## src/rtl/sbox_scheduler.sv

```systemverilog
// Four shared AES S-box lanes time-multiplexed between a 128-bit state
// requester (four passes) and a 32-bit key-word requester (one pass).

module sbox (
    input  logic [7:0] a_i,
    output logic [7:0] y_o
);
    function automatic logic [7:0] gmul(input logic [7:0] a, input logic [7:0] b);
        logic [7:0] p;
        logic [7:0] x;
        p = '0;
        x = a;
        for (int unsigned i = 0; i < 8; i++) begin
            if (b[i]) p = p ^ x;
            x = {x[6:0], 1'b0} ^ (x[7] ? 8'h1b : 8'h00);
        end
        return p;
    endfunction

    logic [7:0] sq;
    logic [7:0] inv;

    // inverse as a^254 = a^2 * a^4 * ... * a^128; maps 0 to 0 as required
    always_comb begin
        sq  = a_i;
        inv = 8'h01;
        for (int unsigned i = 1; i < 8; i++) begin
            sq  = gmul(sq, sq);
            inv = gmul(inv, sq);
        end
        y_o = inv ^ {inv[6:0], inv[7]} ^ {inv[5:0], inv[7:6]}
                  ^ {inv[4:0], inv[7:5]} ^ {inv[3:0], inv[7:4]} ^ 8'h63;
    end
endmodule

module sbox_scheduler #(
    parameter int KEY_PRIORITY = 0
) (
    input  logic         clk,
    input  logic         rst,
    input  logic         st_in_valid,
    output logic         st_in_ready,
    input  logic [127:0] st_in_data,
    output logic         st_out_valid,
    input  logic         st_out_ready,
    output logic [127:0] st_out_data,
    input  logic         kw_in_valid,
    output logic         kw_in_ready,
    input  logic [31:0]  kw_in_data,
    output logic         kw_out_valid,
    input  logic         kw_out_ready,
    output logic [31:0]  kw_out_data
);
    typedef enum logic [1:0] {IDLE, ST_BUSY, KW_BUSY} state_t;

    state_t       state_q, state_d;
    logic [1:0]   pass_q, pass_d;
    logic [127:0] st_buf_q, st_buf_d;
    logic [127:0] st_data_q, st_data_d;
    logic         st_vld_q, st_vld_d;
    logic [31:0]  kw_buf_q, kw_buf_d;
    logic [31:0]  kw_data_q, kw_data_d;
    logic         kw_vld_q, kw_vld_d;
    logic         last_kw_q, last_kw_d;

    logic [7:0]   lane_in  [4];
    logic [7:0]   lane_out [4];
    logic         st_elig, kw_elig, st_grant, kw_grant;

    for (genvar k = 0; k < 4; k++) begin : g_lane
        sbox u_sbox (.a_i(lane_in[k]), .y_o(lane_out[k]));
    end

    always_comb begin
        for (int unsigned k = 0; k < 4; k++) begin
            if (state_q == KW_BUSY) lane_in[k] = kw_buf_q[{2'(k), 3'b000} +: 8];
            else                    lane_in[k] = st_buf_q[{pass_q, 2'(k), 3'b000} +: 8];
        end
    end

    // eligibility looks at registered out_valid, so a draining output never re-arms in the same cycle
    always_comb begin
        st_elig  = (state_q == IDLE) && st_in_valid && !st_vld_q && !rst;
        kw_elig  = (state_q == IDLE) && kw_in_valid && !kw_vld_q && !rst;
        st_grant = st_elig && (!kw_elig || (KEY_PRIORITY == 0 && last_kw_q));
        kw_grant = kw_elig && !st_grant;
    end

    always_comb begin
        state_d   = state_q;
        pass_d    = pass_q;
        st_buf_d  = st_buf_q;
        st_data_d = st_data_q;
        st_vld_d  = st_vld_q;
        kw_buf_d  = kw_buf_q;
        kw_data_d = kw_data_q;
        kw_vld_d  = kw_vld_q;
        last_kw_d = last_kw_q;

        if (st_vld_q && st_out_ready) st_vld_d = 1'b0;
        if (kw_vld_q && kw_out_ready) kw_vld_d = 1'b0;

        unique case (state_q)
            IDLE: begin
                if (st_grant) begin
                    st_buf_d  = st_in_data;
                    pass_d    = '0;
                    state_d   = ST_BUSY;
                    last_kw_d = 1'b0;
                end else if (kw_grant) begin
                    kw_buf_d  = kw_in_data;
                    state_d   = KW_BUSY;
                    last_kw_d = 1'b1;
                end
            end
            ST_BUSY: begin
                for (int unsigned k = 0; k < 4; k++)
                    st_data_d[{pass_q, 2'(k), 3'b000} +: 8] = lane_out[k];
                pass_d = pass_q + 2'd1;
                if (pass_q == 2'd3) begin
                    st_vld_d = 1'b1;
                    state_d  = IDLE;
                end
            end
            KW_BUSY: begin
                kw_data_d = {lane_out[3], lane_out[2], lane_out[1], lane_out[0]};
                kw_vld_d  = 1'b1;
                state_d   = IDLE;
            end
            default: state_d = IDLE;
        endcase
    end

    always_ff @(posedge clk or posedge rst) begin
        if (rst) begin
            state_q   <= IDLE;
            pass_q    <= '0;
            st_buf_q  <= '0;
            st_data_q <= '0;
            st_vld_q  <= 1'b0;
            kw_buf_q  <= '0;
            kw_data_q <= '0;
            kw_vld_q  <= 1'b0;
            last_kw_q <= 1'b1;
        end else begin
            state_q   <= state_d;
            pass_q    <= pass_d;
            st_buf_q  <= st_buf_d;
            st_data_q <= st_data_d;
            st_vld_q  <= st_vld_d;
            kw_buf_q  <= kw_buf_d;
            kw_data_q <= kw_data_d;
            kw_vld_q  <= kw_vld_d;
            last_kw_q <= last_kw_d;
        end
    end

    assign st_in_ready  = st_grant;
    assign kw_in_ready  = kw_grant;
    assign st_out_valid = st_vld_q;
    assign st_out_data  = st_data_q;
    assign kw_out_valid = kw_vld_q;
    assign kw_out_data  = kw_data_q;
endmodule

```

## config.mk

```make
export PLATFORM = sky130hd
export DESIGN_NAME = sbox_scheduler
export DESIGN_NICKNAME = d
export VERILOG_FILES = /design/src/rtl/sbox_scheduler.sv
export SDC_FILE = /design/constraint.sdc
export NUM_CORES = 2
export LEC_CHECK = 0
export CORE_MARGIN = 1
export CORE_UTILIZATION = 60
export DETAILED_ROUTE_END_ITERATION = 6
export PLACE_DENSITY_LB_ADDON = 0.15
export SLEW_MARGIN = 30
export SYNTH_ARGS = -nofsm -noshare
export SYNTH_HDL_FRONTEND = slang
export SYNTH_SLANG_ARGS = --single-unit
```

## constraint.sdc

```tcl
create_clock -name clk -period 34.9 [get_ports clk]
set_input_delay 8.725 -clock clk [delete_from_list [all_inputs] [get_ports clk]]
set_output_delay 8.725 -clock clk [all_outputs]
set_load 0.01 [all_outputs]
```

==> out/results.tsv <==
stage	metric	value	unit
run_status	status	finished with violations	
run_status	failing checks	DRC	
placement	Post-DP HPWL	152.8	mm
synth	Yosys cell types	120	
die	die area	116800	sq um
layout	utilization after layout	0.6628	
die	horizontal die dimension	341.8	um
clock_network	CTS tree	yes	
global_route	Congestion Overflow GR	0	
setup_path	worst r2r src	pass_q[0]	
synth	leading area contributor after synthesis	xnor2_1	
timing	Slew @ Worst Pin	1.046	ns
synth	compound-gate portion of the synthesized area	0.1521	
layout	P&R area growth vs syn	9.401	%
drt	drt via density	6.192	
synth	sequential fraction of the synthesis area	0.1181	
die	Core ar.	114300	sq um
hold_path	Tightest Hold Check Type	flip-flop to flip-flop	
hold_path	Hold Path Sink	st_out_data[66]	
drt	DR WL/cell	20.49	um
synth	Post-synth EDFFs	0	
layout	commonest cells after routing, fill and taps aside	1431 x xnor2_1, 1086 x nor2_1, 934 x nand2_1	
clock_network	TritonCTS Buffers	38	
timing	Final Max Slew Viols	0	
clock_network	setup bufs post-CTS	0	
synth	Post-Syn Area	69280	sq um
hold_path	Hold Startpoint	st_out_data[66]	
synth	Main synth FF type	dfrtp_1	
clock_network	post_cts resized	0	
synth	largest family of logic cells by synthesized area	XOR/XNOR gates	
clock_network	CTS Hold Bufs	0	
setup_path	CP max FO	33	
synth	Post-Synth XOR/XNOR Area	0.4217	
setup_path	CP Class	flip-flop to flip-flop	
synth	synthesis-stage register bit count	327	
global_route	vias in the first global route	59380	
clock_network	H-tree level count	2	
timing	Max Clk Rate	48.32	MHz
timing	Final Hold Viols	0	
die	I/O Pins	330	
global_route	initial antenna violation count	6	
setup_path	Worst EP arrival	21.15	ns
placement	gpl congestion	0.9468	
drt	DR iter-0 viols	6303	
synth	ys async rst share	1.000	
global_route	first-pass GRT wire length	329.5	mm
setup_path	number of cells on the worst reg-to-reg path	57	
timing	setup TNS	0	ns
clock_network	clock tree buffer depth	3	
layout	share of layout cells above drive strength 1	0.1110	
setup_path	CP Launch Type	flip-flop	
clock_network	Clk Tree Root Cell	clkbuf_16	
setup_path	WP data required	35.35	ns
layout	most common cell after layout, fill and taps aside	xnor2_1	
clock_network	clk sink count	327	
placement	PortBufs	329	
die	row count	124	
synth	Synth Area in Simple Gates	0.1752	
synth	Cells after Synth	8557	
synth	ranking of synthesized cells by area	xnor2_1 19%, dfrtp_1 12%, xnor3_1 11%	
setup_path	reg-to-reg endpoint	st_out_data[39]	
global_route	largest net degree at the start of global routing	146	
setup_path	slowest CP cell	dfrtp_4	
timing	Tcrit/Tclk final	0.5930	
synth	Avg Cell Area, Syn	8.096	sq um
synth	Mapped Nets	8750	
timing	RSZ-0062 raised after global routing	false	
hold_path	Hold Path Stages	2	
drt	Detail Route Antenna Nets	0	
setup_path	Max stage delay on crit path	0.85	ns
global_route	total track usage	0.3451	
die	Starting Density	0.6059	
die	die height	341.8	um
synth	Syn. warnings	0	
clock_network	clock-pin slew on the worst setup and hold paths	0.06	ns
setup_path	R2R setup slack	14.20	ns
timing	clock skew	0.04005	ns
drt	drt first pass iters	7	
setup_path	Critical Path Source	pass_q[0]	
job	max-cap viol count	0	
clock_network	worst skew pair latency	0.61	ns
setup_path	Worst Setup End Kind	flip-flop	
drt	DR vias	62900	
synth	mux cell area share after synthesis	0.08512	
layout	# nets final	8806	
drt	DRC	3	
drt	Post-Route WL	208.1	mm
synth	Adder-Cell Fraction of Synth Area	0.005021	
timing	endpoints failing setup	0	
timing	Slew headroom	0.2975	
timing	crit path time final	20.70	ns
synth	top-area cell type share of the netlist area	0.1879	
[Yosys cell counts (40+ instances only)]
library cell,n
xnor2_1,1486
nor2_1,1088
nand2_1,934
xor2_1,488
a21oi_1,405
o21ai_0,373
clkbuf_1,367
dfrtp_1,326
xnor3_1,326
mux2i_1,235
mux2_2,216
nor3_1,212
nand3_1,177
o21ai_1,142
xnor2_2,119
buf_2,108
o22ai_1,102
inv_1,91
a31oi_1,77
nor2b_1,64
o211ai_1,60
nand2b_1,58
a211oi_1,57
a22oi_1,46
and2_1,46
buf_1,45
and3_1,42
xor2_2,40
[routing by layer]
| metal | share of wire | vias up | track usage | wire, um |
|---|---|---|---|---|
| li1 | - | 29550 | - | - |
| met1 | 0.41 | 30270 | 0.4567 | 85640 |
| met2 | 0.47 | 2673 | 0.5730 | 98410 |
| met3 | 0.082 | 404 | 0.05061 | 16990 |
| met4 | 0.034 | 2 | 0.1200 | 7072 |
| met5 | 0.000062 | - | 0 | 13 |
[worst max-delay path, delay by kind of cell, from the launching register on]
family,cells,cell delay [ns]
AO/OA/AOI/OAI,5,0.91
AND/OR/NAND/NOR,11,2.83
XOR/XNOR,26,10.29
multiplexers,3,0.72
flip-flops,1,0.85
adder cells (fa/ha/maj),4,1.91
buffers and inverters,8,2.97
[kinds of logic (layout without fill, tap and decap cells)]
kind of cell	after synthesis	in the layout
AND/OR/NAND/NOR	2802	2802
XOR/XNOR	2540	2540
AO/OA/AOI/OAI	1663	1663
buffers and inverters	690	773
multiplexers	507	507
flip-flops	327	327
adder cells (fa/ha/maj)	28	28
other	0	5
[flip-flops by register name, summed over array words and instances, names as in the netlist]
register,count
st_buf_q,128
st_out_data,128
kw_buf_q,32
kw_out_data,32
pass_q,2
state_q,2
kw_out_valid,1
last_kw_q,1
st_out_valid,1
[worst max path at each step]
stage / slack, ns / to / depth (start not counted)
2_1_floorplan: 15.94 / st_in_ready / 5
3_3_place_gp: 14.38 / kw_in_ready / 7
3_5_place_dp: 14.33 / kw_in_ready / 7
4_1_cts: 14.32 / st_out_data[46] / 54
5_1_grt: 12.84 / st_out_data[70] / 57
6_report: 14.20 / st_out_data[39] / 57
[metrics by stage]
stage	cells	setup slack, ns	hold WS [ns]	cell area, sq um
2_1_floorplan	8557	15.94	0.4750	69280
3_3_place_gp	10080	14.38	0.4635	74250
3_5_place_dp	10080	14.33	0.4700	74370
4_1_cts	10150	14.32	0.4833	75590
5_1_grt	10160	12.84	0.4983	75790
6_report	10160	14.20	0.4792	75790
[final cells by class]
class	instances	area (sq um)
diodes	5	12.51
clock buffers	53	1067
clock inverters	14	158.9
fillers	9658	38550
inverters	123	469.2
multi-input cells	7540	58730
flip-flops and latches	327	8192
well taps	1512	1892
repair buffers	583	5269
Power is left out: the tool's default activity adds up to more than one toggle a clock period on the data nets, which glitch-free logic cannot reach.
